`config.mk`:
```
export PLATFORM = sky130hd
export DESIGN_NAME = rvfi_lane_scan
export DESIGN_NICKNAME = d
export VERILOG_FILES = /design/src/rtl/rvfi_pkg.sv /design/src/rtl/rvfi_lane_scan.sv
export SDC_FILE = /design/constraint.sdc
export NUM_CORES = 1
export LEC_CHECK = 0
export ABC_AREA = 1
export CELL_PAD_IN_SITES_DETAIL_PLACEMENT = 0
export CELL_PAD_IN_SITES_GLOBAL_PLACEMENT = 1
export CORE_AREA = 2 2 186 188
export DETAILED_ROUTE_END_ITERATION = 16
export DIE_AREA = 0 0 188 190
export GPL_TIMING_DRIVEN = 1
export PLACE_DENSITY = 0.76
export SLEW_MARGIN = 20
export SYNTH_ARGS = -nofsm -noshare
export SYNTH_HDL_FRONTEND = slang
export SYNTH_SLANG_ARGS = --single-unit
```
`constraint.sdc`:
```
create_clock -name vclk -period 3.3
set_clock_uncertainty 0.15 [all_clocks]
set_input_delay 0.66 -clock vclk [all_inputs]
set_output_delay 0.66 -clock vclk [all_outputs]
set_load 0.05 [all_outputs]
```
`src/rtl/rvfi_pkg.sv`:
```
`default_nettype none
// ============================================================================
//  Module      : rvfi_pkg
//  Description : Shared types and constants for the RVFI commit checker:
//                checker states, error codes, halt and segment markers.
//  Revision    : 1.0 - initial release
// ============================================================================
package rvfi_pkg;

    // Checker states
    typedef logic [1:0] chk_state_t;
    localparam chk_state_t ST_RUN      = 2'd0;
    localparam chk_state_t ST_SEG      = 2'd1;
    localparam chk_state_t ST_SEG_DONE = 2'd2;
    localparam chk_state_t ST_HALTED   = 2'd3;

    // Error codes reported on err_code
    typedef enum logic [2:0] {
        ERR_NONE  = 3'd0,
        ERR_GAP   = 3'd1,
        ERR_ORDER = 3'd2,
        ERR_PC    = 3'd3,
        ERR_WDOG  = 3'd4,
        ERR_HALT  = 3'd5
    } err_code_e;

    // Instruction words that terminate the program
    localparam logic [31:0] HALT_INST_BEQ  = 32'h0000_0063; // beq x0,x0,0
    localparam logic [31:0] HALT_INST_JAL  = 32'h0000_006f; // jal x0,0
    localparam logic [31:0] HALT_INST_MARK = 32'hF000_2013; // slti x0 halt hint

    // Segment measurement markers (slti x0 hints)
    localparam logic [31:0] SEG_START = 32'h0010_2013;
    localparam logic [31:0] SEG_STOP  = 32'h0020_2013;

    function automatic logic is_halt_inst(input logic [31:0] word);
        return (word == HALT_INST_BEQ) || (word == HALT_INST_JAL) ||
               (word == HALT_INST_MARK);
    endfunction

endpackage
`default_nettype wire

```
`src/rtl/rvfi_lane_scan.sv`:
```
`default_nettype none
// ============================================================================
//  Module      : rvfi_lane_scan
//  Description : Combinational per-lane analysis of one retire cycle:
//                packing, order, PC chain, halt and marker detection, plus
//                the commit popcount and the PC handed to the next cycle.
//  Revision    : 1.0 - initial release
// ============================================================================
module rvfi_lane_scan
    import rvfi_pkg::*;
#(
    parameter int NUM_CH = 2
) (
    input  logic [NUM_CH-1:0]    valid,
    input  logic [NUM_CH*64-1:0] order,
    input  logic [NUM_CH*32-1:0] inst,
    input  logic [NUM_CH*32-1:0] pc_rdata,
    input  logic [NUM_CH*32-1:0] pc_wdata,
    input  logic [63:0]          exp_order,
    input  logic                 exp_pc_vld,
    input  logic [31:0]          last_pc,
    input  logic                 halted,
    output logic [NUM_CH-1:0]    gap_err,
    output logic [NUM_CH-1:0]    order_err,
    output logic [NUM_CH-1:0]    pc_err,
    output logic [NUM_CH-1:0]    late_err,
    output logic [NUM_CH-1:0]    halt_hit,
    output logic [NUM_CH-1:0]    start_hit,
    output logic [NUM_CH-1:0]    stop_hit,
    output logic [NUM_CH-1:0]    count_en,
    output logic [2:0]           pop_cnt,
    output logic                 any_valid,
    output logic [31:0]          next_pc,
    output logic                 next_pc_vld
);

    // Bit i holds the valid of the lane just older than lane i; lane 0 has
    // no older lane so it can never be a gap.
    logic [NUM_CH:0] w_vp;
    assign w_vp = {valid, 1'b1};

    logic [31:0] w_prev_pc;
    logic        w_prev_vld;
    logic        w_seen_halt;
    logic        w_hit;
    logic [2:0]  w_pop;

    // Walk lanes oldest-first, carrying the previous commit's next-PC and
    // whether a halting lane has already been passed.
    always_comb begin
        gap_err     = '0;
        order_err   = '0;
        pc_err      = '0;
        late_err    = '0;
        halt_hit    = '0;
        start_hit   = '0;
        stop_hit    = '0;
        count_en    = '0;
        w_prev_pc   = last_pc;
        w_prev_vld  = exp_pc_vld;
        w_seen_halt = 1'b0;
        w_hit       = 1'b0;
        w_pop       = 3'd0;
        for (int i = 0; i < NUM_CH; i++) begin
            if (valid[i]) begin
                w_hit = (pc_rdata[i*32 +: 32] == pc_wdata[i*32 +: 32]) ||
                        is_halt_inst(inst[i*32 +: 32]);
                w_pop = w_pop + 3'd1;
                // Once halted only commit-after-halt is reported
                gap_err[i]   = !halted && !w_vp[i];
                order_err[i] = !halted && (order[i*64 +: 64] != exp_order + 64'(i));
                pc_err[i]    = !halted && w_prev_vld &&
                               (pc_rdata[i*32 +: 32] != w_prev_pc);
                late_err[i]  = halted || w_seen_halt;
                count_en[i]  = !halted && !w_seen_halt;
                halt_hit[i]  = !halted && !w_seen_halt && w_hit;
                // A halting lane is never treated as a marker
                start_hit[i] = count_en[i] && !w_hit && (inst[i*32 +: 32] == SEG_START);
                stop_hit[i]  = count_en[i] && !w_hit && (inst[i*32 +: 32] == SEG_STOP);
                w_prev_pc    = pc_wdata[i*32 +: 32];
                w_prev_vld   = 1'b1;
                if (w_hit) begin
                    w_seen_halt = 1'b1;
                end
            end
        end
    end

    assign pop_cnt     = w_pop;
    assign any_valid   = |valid;
    assign next_pc     = w_prev_pc;
    assign next_pc_vld = w_prev_vld;

endmodule
`default_nettype wire

```
Word-level counts from Yosys, hierarchy flattened
Cells that the tools add are included.

storage, ports and cells
  word-level logic and storage cells = 70
  bits of input ports = 420
  output and inout port bits = 53
  flip-flop bits (word level) = 0

cells by class
  reductions and logical operators = 29
  equality and inequality tests = 16
  add/subtract/negate cells = 2
  multiplexer cells = 23

operator list
  kind                                                                      number
  32-bit by 7-bit equality test with 1-bit output (second input constant)   4
  64-bit != test                                                            2
  64-bit by 1-bit adder with 64-bit output (second input constant)          1
  32-bit by 21-bit equality test with 1-bit output (second input constant)  2
  32-bit by 22-bit equality test with 1-bit output (second input constant)  2
  32-bit equality test                                                      2
  32-bit equality test (second input constant)                              2
  32-bit two-way mux                                                        2
  32-bit != test                                                            2
  1-bit two-way mux                                                         20
  1-bit logical AND                                                         16
  1-bit logical OR                                                          7
  1-bit zero test                                                           5
  3-bit by 1-bit adder with 3-bit output (second input constant)            1
  3-bit two-way mux                                                         1
  2-bit OR reduction                                                        1

Depth between registers and ports, before layout
Gate-level depths: netlist (run 1).

  word-level depth = 11
  gate-level depth with buffers = 16
  gate-level depth less buffers = 16

Worst setup path after synthesis (run 1)
OpenSTA, ideal clock, no wires.

  path type = input-to-output
  start = in valid[0]
  end = out start_hit[0]
  data arrival time = 3.373 ns
  path buffers = 2
  data required time = 2.490 ns
  stages on the path = 8
  setup slack = -0.883 ns
  cell sequence = clkbuf_1 > inv_1 > clkbuf_1 > nor2_1 > inv_1 > nor4_1 > nand2_1 > nor3_1

on the way
  cells in the longest elaborated chain, start to end = 1

ends and longest elaborated chain
  element            RTL line              RTL
  from (decl)        rvfi_lane_scan.sv:14  input logic [NUM_CH-1:0] valid,
  1-bit two-way mux  rvfi_lane_scan.sv:65  if (valid[i]) begin
  to (decl)          rvfi_lane_scan.sv:28  output logic [NUM_CH-1:0] start_hit,

No other way between the ends.

Worst setup path after layout (run 1)
  start = in exp_order[9]
  end = out order_err[1]

on the way
  cells in the longest elaborated chain, start to end = 4

ends and longest elaborated chain
  element                                   RTL line              RTL
  from (decl)                               rvfi_lane_scan.sv:19  input logic [63:0] exp_order,
  64-bit by 1-bit adder with 64-bit output  rvfi_lane_scan.sv:71  order_err[i] = !halted && (order[i*64 +: 64] != exp_order + 64'(i));
  64-bit != test                            rvfi_lane_scan.sv:71
  1-bit logical AND                         rvfi_lane_scan.sv:71
  1-bit two-way mux                         rvfi_lane_scan.sv:65
  to (decl)                                 rvfi_lane_scan.sv:24  output logic [NUM_CH-1:0] order_err,

No other way between the ends.

==> flow_metrics.env, run 1 <==
export IMPL_seq_area_frac_synth=0
export IMPL_worst_path_dominant_cell_family="simple AND/OR/NAND/NOR gates"
export IMPL_drt_pass1_iter_count=5
export IMPL_peak_ir_drop_on_the_vdd_network_uv=83.8
export IMPL_cts_hold_buffers=0
export IMPL_synth_top_family_by_area="simple AND/OR/NAND/NOR gates"
export IMPL_critical_path_max_stage_delay_ns=0.19
export IMPL_crit_required_ns=2.49
export IMPL_drive_above_1_share=0.368
export IMPL_finalHoldViolCount=0
export IMPL_max_slew_worst_pin_slew_ns=0.509
export IMPL_grt_usage=0.272
export IMPL_viasPerCell=4.57
export IMPL_overall_via_count_from_detail_route=12200
export IMPL_drt_total_wl_mm=51.5
export IMPL_min_period_ns=3.37
export IMPL_layout_cells_most_common_list="361 x sky130_fd_sc_hd__nand2_1, 361 x sky130_fd_sc_hd__buf_4, 233 x sky130_fd_sc_hd__clkdlybuf4s50_1"
export IMPL_fp_row_count=68
export IMPL_antenna_found_initial=12
export IMPL_fp_dieH_um=190
export IMPL_critPathMaxFanout=3
export IMPL_power_density_nw_per_um2=130
export IMPL_largest_area_contributor_in_the_netlist="sky130_fd_sc_hd__nand2_1"
export IMPL_dp_final_hpwl_mm=46.2
export IMPL_synth_avg_cell_area_sq_um=5.09
export IMPL_critPathMostFrequentCell="sky130_fd_sc_hd__buf_6"
export IMPL_netlist_top_cells_area="sky130_fd_sc_hd__nand2_1 24%, sky130_fd_sc_hd__xor2_1 13%, sky130_fd_sc_hd__xnor2_1 11%, sky130_fd_sc_hd__nor2_1 11%, sky130_fd_sc_hd__inv_1 8.9%"
export IMPL_max_clk_rate_mhz=296
export IMPL_layout_setup_ws_ns=-0.0749
export IMPL_drv_cap=0
export IMPL_final_core_occ=0.499
export IMPL_nClkBuffers=0
export IMPL_synth_simple_gate_area_frac=0.551
export IMPL_die_width_um=188
export IMPL_synth_top_cell_area_share=0.237
export IMPL_cp_slowest_cell="sky130_fd_sc_hd__buf_6"
export IMPL_grt_pass1_wl_mm=72.9
export IMPL_gp_congestion=0.987
export IMPL_final_area_sq_um=16900
export IMPL_synthesis_warning_total=0
export IMPL_drt_antenna_violating_nets=0
export IMPL_min_delay_path_class="input port to output pin"
export IMPL_synth_fa_ha_area_frac=0.00545
export IMPL_globalRoute_totalOverflow=0
export IMPL_netlist_cell_type_count=38
export IMPL_start_kind="input port"
export IMPL_synth_cells=1352
export IMPL_layout_sequential_cells=0
export IMPL_critPathCaptureType="output pin"
export IMPL_drc=0
export IMPL_crit_path_class="input port to output pin"
export IMPL_timing_critical_path_cells="buf_6 > buf_6 > nand2_8 > nor2_4 > buf_6 > buf_6 > nand2_4 > nor2_4 > nand2_2 > nor2_4 > buf_4 > nand3b_1 > nand2_1 > nor2_1 > nand2_1 > nor2_1 > nand2_1 > nor2_2 > a21oi_2 > buf_6"
export IMPL_stdcell_count=2672
export IMPL_setup_viol=2
export IMPL_timing_critical_path_buf_inv=6
export IMPL_maximum_number_of_pins_on_one_net_before_global_route_repair=30
export IMPL_number_of_nets_in_the_layout=2635
export IMPL_grt_setup_unrepaired="true"
export IMPL_period_share=1.02
export IMPL_synth_xor_xnor_area_share=0.242
export IMPL_timing_setup_tns_ns=-0.0789
export IMPL_static_leakage_power_nw=8.28
export IMPL_syn_to_final_growth_pct=146
export IMPL_detailedRoute_firstIterationViolations=673
export IMPL_timing_final_max_slew_violations=0
export IMPL_dp_cells=2621
export IMPL_status="finished with violations"
export IMPL_synth_mux_area_frac=0.0204
export IMPL_detail_route_wl_per_cell_um=19.3
export IMPL_complex_gate_fraction_of_the_synthesized_area=0.0807
export IMPL_maxSlewHeadroom=0.657
export IMPL_violated_checks="negative setup slack"
export IMPL_instance_area_after_placement_sq_um=15200
export IMPL_start_util=0.203
export IMPL_worst_ep_arrival_time_ns=2.56
export IMPL_die_footprint_sq_um=35700
export IMPL_coreArea_sq_um=33900
export IMPL_ff_latch_area_sq_um=0
export IMPL_grt_pass1_vias=12300
export IMPL_post_synth_instance_area_sq_um=6880
export IMPL_pin_count=473
export IMPL_count_of_port_buffers_added_during_placement=471
==> path summary, 6_finish.rpt <==
check	from	cells past startpoint	slack [ns]	end
worst max-delay path	exp_order[9]	20	-0.07	order_err[1]
worst min-delay path	pc_wdata[62]	4	1.65	next_pc[30]
==> through the flow <==
| step | power, mW | setup slack [ns] | hold slack (ns) |
|---|---|---|---|
| floorplan | 0.695 | -0.0488 | 1.23 |
| global placement | 2.05 | -0.825 | 1.82 |
| detailed placement | 2.05 | -0.773 | 1.81 |
| CTS | 2.15 | -0.0225 | 1.82 |
| global route | 2.33 | -0.200 | 1.68 |
| finish | 2.20 | -0.0749 | 1.65 |
==> synth_stat cells <==
master and count:
sky130_fd_sc_hd__clkbuf_1 9, sky130_fd_sc_hd__buf_1 1, sky130_fd_sc_hd__xnor2_1 85, sky130_fd_sc_hd__nor4_1 24
sky130_fd_sc_hd__xor2_1 105, sky130_fd_sc_hd__o2111ai_1 7, sky130_fd_sc_hd__a221oi_1 4, sky130_fd_sc_hd__ha_1 3
sky130_fd_sc_hd__nand3b_1 19, sky130_fd_sc_hd__conb_1 1, sky130_fd_sc_hd__inv_2 1, sky130_fd_sc_hd__inv_1 164
sky130_fd_sc_hd__mux2i_1 14, sky130_fd_sc_hd__nor3_1 22, sky130_fd_sc_hd__o31ai_1 1, sky130_fd_sc_hd__o22ai_1 4
sky130_fd_sc_hd__nand3_1 71, sky130_fd_sc_hd__o21bai_1 5, sky130_fd_sc_hd__a21oi_1 2, sky130_fd_sc_hd__nor2_1 197
sky130_fd_sc_hd__or2_2 23, sky130_fd_sc_hd__nand2_4 1, sky130_fd_sc_hd__buf_2 3, sky130_fd_sc_hd__buf_4 2
sky130_fd_sc_hd__a22o_1 1, sky130_fd_sc_hd__o211ai_1 2, sky130_fd_sc_hd__a211oi_1 1, sky130_fd_sc_hd__nor2_2 8
sky130_fd_sc_hd__and2_1 1, sky130_fd_sc_hd__nand4_1 51, sky130_fd_sc_hd__nor3b_1 4, sky130_fd_sc_hd__o221ai_1 2
sky130_fd_sc_hd__or4_1 1, sky130_fd_sc_hd__nor2_4 4, sky130_fd_sc_hd__nand2_1 435, sky130_fd_sc_hd__nand2_2 8
sky130_fd_sc_hd__o21ai_0 61, sky130_fd_sc_hd__o21ai_1 5
==> power by group <==
part	internal, mW	switching (mW)
logic	1.13	1.06
clock network	0.000000285	0
registers	0	0
total	1.13	1.06
==> cell type report <==
class / count / area, sq um
tap: 455 / 569
multi-input combinational: 1173 / 7440
inverter: 165 / 619
timing repair buffer: 872 / 8290
antenna: 7 / 17.5
fill: 3425 / 17000
==> layer usage <==
metal  share of wire  track usage  vias up
met2            0.49        0.501      540
met1            0.40        0.319     5509
li1                -            -     6050
met5         0.00099            0        -
met4           0.042       0.0921        8
met3           0.067       0.0430       92
==> timing repair <==
item | CTS | global route
setup buffers | 38 | 8
pin swaps | 141 | 90
gates resized for setup | 614 | 156
setup endpoints to repair | 12 | 12
==> cells by family (layout without fill, tap and decap cells) <==
| kind of cell | Yosys count | after routing |
|---|---|---|
| compound gates | 95 | 95 |
| xor+xnor | 190 | 190 |
| fa+ha+maj | 3 | 3 |
| buf+inv | 180 | 1037 |
| mux | 14 | 14 |
| other cells | 1 | 9 |
| simple gates | 869 | 869 |
(Power assumes the default switching activity.)
==> inputs of run 2 (changes only) <==
Settings changed: CELL_PAD_IN_SITES_DETAIL_PLACEMENT 0 to default, CELL_PAD_IN_SITES_GLOBAL_PLACEMENT 1 to default, CORE_AREA 2 2 186 188 to 2 2 184 186, DIE_AREA 0 0 188 190 to 0 0 186 188, PLACE_DENSITY 0.76 to 0.5, RECOVER_POWER from default to 25.
==> run 2 against run 1 <==
Net effect:
- the run still ends with negative setup slack left
- routed wire length up 6.3%
- critical endpoint unchanged
- core utilization up 0.60 points
- first-iteration DRC count up 24%
- die area down 2.1%
==> flow_metrics.env, run 2 (synthesis results as in run 1) <==
export IMPL_drt_antenna_violating_nets=0
export IMPL_worst_hold_stages=4
export IMPL_maximum_number_of_pins_on_one_net_before_global_route_repair=43
export IMPL_fin_total_pwr_mw=2.15
export IMPL_peak_ir_drop_on_the_vdd_network_uv=61.6
export IMPL_detailedRoute_firstIterationViolations=836
export IMPL_timing_critical_path_cells="clkbuf_4 > nand2_2 > buf_4 > buf_4 > inv_1 > nand2_2 > nor2_4 > nand2_2 > buf_4 > nor2_1 > nand2_1 > nand2_1 > nand3_2 > nor2_1 > nand3_1 > nor2_2 > a21oi_2 > buf_6"
export IMPL_layout_cells_most_common_list="358 x sky130_fd_sc_hd__buf_4, 356 x sky130_fd_sc_hd__nand2_1, 219 x sky130_fd_sc_hd__clkdlybuf4s50_1"
export IMPL_drt_total_wl_mm=54.8
export IMPL_drc=0
export IMPL_crit_path_class="input port to output pin"
export IMPL_critPathCaptureType="output pin"
export IMPL_stdcell_count=2645
export IMPL_dp_cells=2598
export IMPL_final_core_occ=0.505
export IMPL_antenna_found_initial=16
export IMPL_cp_slowest_cell="sky130_fd_sc_hd__nor2_4"
export IMPL_viasPerCell=4.62
export IMPL_dp_final_hpwl_mm=49.2
export IMPL_violated_checks="negative setup slack"
export IMPL_number_of_nets_in_the_layout=2613
export IMPL_nClkBuffers=0
export IMPL_min_delay_path_class="input port to output pin"
export IMPL_layout_filler_cells=3422
export IMPL_period_share=1.02
export IMPL_power_density_nw_per_um2=129
export IMPL_maxSlewHeadroom=0.523
export IMPL_coreArea_sq_um=33100
export IMPL_finalHoldViolCount=0
export IMPL_drv_cap=0
export IMPL_ff_latch_area_sq_um=0
export IMPL_crit_required_ns=2.49
export IMPL_pin_count=473
export IMPL_timing_setup_tns_ns=-0.0591
export IMPL_max_clk_rate_mhz=298
export IMPL_min_period_ns=3.36
export IMPL_detail_route_wl_per_cell_um=20.7
export IMPL_grt_pass1_wl_mm=76.3
export IMPL_fp_row_count=67
export IMPL_worst_ep_arrival_time_ns=2.55
export IMPL_grt_pass1_vias=12100
export IMPL_gp_congestion=0.998
export IMPL_grt_usage=0.299
export IMPL_leading_cell_type_in_the_layout_fill_and_taps_excluded="sky130_fd_sc_hd__buf_4"
export IMPL_critPathMaxFanout=3
export IMPL_start_kind="input port"
export IMPL_syn_to_final_growth_pct=143
export IMPL_start_util=0.208
export IMPL_drive_above_1_share=0.361
export IMPL_die_footprint_sq_um=35000
export IMPL_timing_final_max_slew_violations=0
export IMPL_layout_setup_ws_ns=-0.0591
export IMPL_overall_via_count_from_detail_route=12200
export IMPL_critical_path_max_stage_delay_ns=0.16
export IMPL_globalRoute_totalOverflow=0
export IMPL_die_width_um=186
export IMPL_grt_setup_unrepaired="true"
export IMPL_multi_input_area_sq_um=7480
export IMPL_setup_viol=1
export IMPL_static_leakage_power_nw=8.27
export IMPL_count_of_port_buffers_added_during_placement=471
export IMPL_fp_dieH_um=188
export IMPL_status="finished with violations"
export IMPL_cts_hold_buffers=0
export IMPL_drt_pass1_iter_count=5
export IMPL_max_slew_worst_pin_slew_ns=0.719
export IMPL_layout_sequential_cells=0
[run 2: routing by layer]
layer,track usage,part of all wire,vias to the layer above
met1,0.390,0.42,5571
li1,-,-,6008
met2,0.514,0.47,568
met4,0.0666,0.024,10
met3,0.0435,0.076,64
met5,0,0.0011,-
[run 2: stage by stage]
| step | setup WS, ns | instance area (sq um) | hold slack (ns) |
|---|---|---|---|
| floorplan | -0.0488 | 6920 | 1.23 |
| global placement | -0.814 | 15100 | 1.71 |
| detailed placement | -0.771 | 15100 | 1.71 |
| CTS | -0.0193 | 16200 | 1.69 |
| global route | -0.166 | 16700 | 1.69 |
| finish | -0.0591 | 16700 | 1.66 |
[run 2: final timing paths]
path,slack (ns),to,start
min,1.66,next_pc[16],pc_wdata[48]
max,-0.06,order_err[1],exp_order[4]
[run 2: worst max-delay path: cells and delay by family]
family / cells / cell delay, ns
and+or+nand+nor: 11 / 1.05
buffers and inverters: 6 / 0.75
AOI/OAI and AO/OA: 1 / 0.07
[run 2: layout make-up]
cell class                      count  area share
Antenna cell                        9     0.00135
Inverter                          165      0.0372
Multi-Input combinational cell   1173       0.448
Tap cell                          448      0.0335
Timing Repair Buffer              850       0.480
[run 2: report_power, final]
| group | switching [mW] | leakage (nW) | total, mW | internal, mW |
|---|---|---|---|---|
| combinational | 1.07 | 8.27 | 2.15 | 1.08 |
| sequential | 0 | 0 | 0 | 0 |
| clock | 0 | 0.0000570 | 0.000000367 | 0.000000367 |
[run 2: timing repair]
| action | CTS | global route |
|---|---|---|
| pin swaps | 138 | 91 |
| setup buffers | 29 | 9 |
| cloned | 0 | 0 |
| resized for setup | 591 | 177 |
| setup endpoints to repair | 12 | 12 |
==> inputs of run 3 (changes only) <==
Settings changed: CORE_AREA 2 2 184 186 to 2 2 185 187, DIE_AREA 0 0 186 188 to 0 0 187 189.
Clock period 3.3 ns to 3.9 ns, I/O delays scaled along.
==> run 3 against run 2 <==
Net effect:
- the flow now finishes without violations
- die area grew 1.1%
- clock-buffer cell count is the same
- cell count shrank 3.9%
- cell area shrank 10%
- routed wire length shrank 2.1%
- critical path depth shrank 9
- hold slack gained 0.40 ns
- core utilization shrank 5.3 points
- global-route usage shrank 0.82 points
- flip-flop and latch count is the same
- first-iteration DRC count shrank 29%
- critical endpoint is now pc_err[1]
==> flow_metrics.env, run 3 (synthesis results as in run 1) <==
export IMPL_layout_cells_most_common_list="380 x sky130_fd_sc_hd__nand2_1, 361 x sky130_fd_sc_hd__clkdlybuf4s50_1, 270 x sky130_fd_sc_hd__buf_4"
export IMPL_grt_use_met3=0.0449
export IMPL_die_footprint_sq_um=35300
export IMPL_detail_route_wl_per_cell_um=21.1
export IMPL_period_share=0.984
export IMPL_finalHoldViolCount=0
export IMPL_timing_critical_path_cells="clkdlybuf4s50_1 > o21ai_0 > xor2_1 > nor4_1 > buf_4 > nand4_1 > nor2_1 > nor3_1 > buf_12"
export IMPL_status="complete, no violations"
export IMPL_start_kind="input port"
export IMPL_worst_path_dominant_cell_family="buffers and inverters"
export IMPL_layout_sequential_cells=0
export IMPL_fp_dieH_um=189
export IMPL_peak_ir_drop_on_the_vdd_network_uv=80.3
export IMPL_power_density_nw_per_um2=110
export IMPL_timing_final_max_slew_violations=0
export IMPL_start_util=0.207
export IMPL_max_clk_rate_mhz=261
export IMPL_grt_setup_unrepaired="true"
export IMPL_min_delay_path_class="input port to output pin"
export IMPL_detailedPlace_worstSlack_ns=-0.585
export IMPL_busiest_layer="met2"
export IMPL_dp_cells=2505
export IMPL_stdcell_count=2543
export IMPL_pin_count=473
export IMPL_antenna_found_initial=15
export IMPL_min_period_ns=3.84
export IMPL_layout_setup_ws_ns=0.0633
export IMPL_grtUsageMet1=0.334
export IMPL_ff_latch_area_sq_um=0
export IMPL_use_met2=0.540
export IMPL_viasPerCell=4.60
export IMPL_static_leakage_power_nw=6.73
export IMPL_maxSlewHeadroom=0.475
export IMPL_coreArea_sq_um=33300
export IMPL_drt_antenna_violating_nets=0
export IMPL_crit_required_ns=2.97
export IMPL_globalRoute_totalOverflow=0
export IMPL_worst_ep_arrival_time_ns=2.91
export IMPL_grt_pass1_vias=12000
export IMPL_leading_cell_type_in_the_layout_fill_and_taps_excluded="sky130_fd_sc_hd__nand2_1"
export IMPL_drv_cap=0
export IMPL_syn_to_final_growth_pct=118
export IMPL_detailedRoute_firstIterationViolations=592
export IMPL_grt_usage=0.290
export IMPL_timing_critical_path_buf_inv=3
export IMPL_die_width_um=187
export IMPL_instance_area_after_placement_sq_um=14200
export IMPL_number_of_nets_in_the_layout=2509
export IMPL_cp_slowest_cell="sky130_fd_sc_hd__clkdlybuf4s50_1"
export IMPL_dp_final_hpwl_mm=49.2
export IMPL_nClkBuffers=0
export IMPL_maximum_number_of_pins_on_one_net_before_global_route_repair=49
export IMPL_max_slew_worst_pin_slew_ns=0.791
export IMPL_count_of_port_buffers_added_during_placement=471
export IMPL_critPathCaptureType="output pin"
export IMPL_final_core_occ=0.452
export IMPL_crit_path_class="input port to output pin"
export IMPL_fin_worst_hold_slack_ns=2.05
export IMPL_critPathMaxFanout=3
export IMPL_grt_pass1_wl_mm=76.2
export IMPL_drive_above_1_share=0.262
export IMPL_critical_path_max_stage_delay_ns=0.46
export IMPL_overall_via_count_from_detail_route=11700
export IMPL_gp_congestion=1.04
export IMPL_fp_row_count=67
export IMPL_cts_hold_buffers=0
export IMPL_drt_pass1_iter_count=5
export IMPL_drc=0
export IMPL_final_area_sq_um=15000
export IMPL_drt_total_wl_mm=53.6
export IMPL_setup_viol=0
==> run 3: tightest hold or removal path: stages <==
cell and delay (ns):
sky130_fd_sc_hd__buf_2 0.12, sky130_fd_sc_hd__buf_4 0.20, sky130_fd_sc_hd__nand2_1 0.10, sky130_fd_sc_hd__inv_1 0.04, sky130_fd_sc_hd__buf_4 0.18
==> run 3: path summary, 6_finish.rpt <==
kind               startpoint           to  depth (start not counted)
hold / removal       valid[1]  count_en[1]                          5
setup / recovery  last_pc[31]    pc_err[1]                          9
==> run 3: metrics by stage <==
| step | TNS, ns | power [mW] |
|---|---|---|
| after floorplan | 0 | 0.587 |
| after global placement | -0.856 | 1.60 |
| after detailed placement | -0.688 | 1.60 |
| after CTS | -0.0197 | 1.63 |
| after global routing | -0.0150 | 1.75 |
| final | 0 | 1.65 |
==> run 3: routing by layer <==
layer	vias up	share of wire	wire length, um
met2	462	0.50	26900
met5	-	0.00056	30
met3	84	0.059	3160
met4	4	0.042	2260
li1	5788	-	-
met1	5356	0.40	21300
==> run 3: where the power goes <==
| part | switching [mW] | internal, mW |
|---|---|---|
| registers | 0 | 0 |
| clock network | 0 | 0.000000379 |
| logic | 0.835 | 0.812 |
| total | 0.835 | 0.812 |
==> run 3: what timing repair did <==
action	CTS	global route
setup endpoints to repair	6	8
pin swaps	56	48
resized for setup	218	126
setup buffers	15	13
==> run 3: area by class of cell <==
type,instances,area [sq um]
fill,3583,18300
timing repair buffer,746,6920
multi-input combinational,1173,6900
inverter,165,619
tap,448,561
antenna,11,27.5
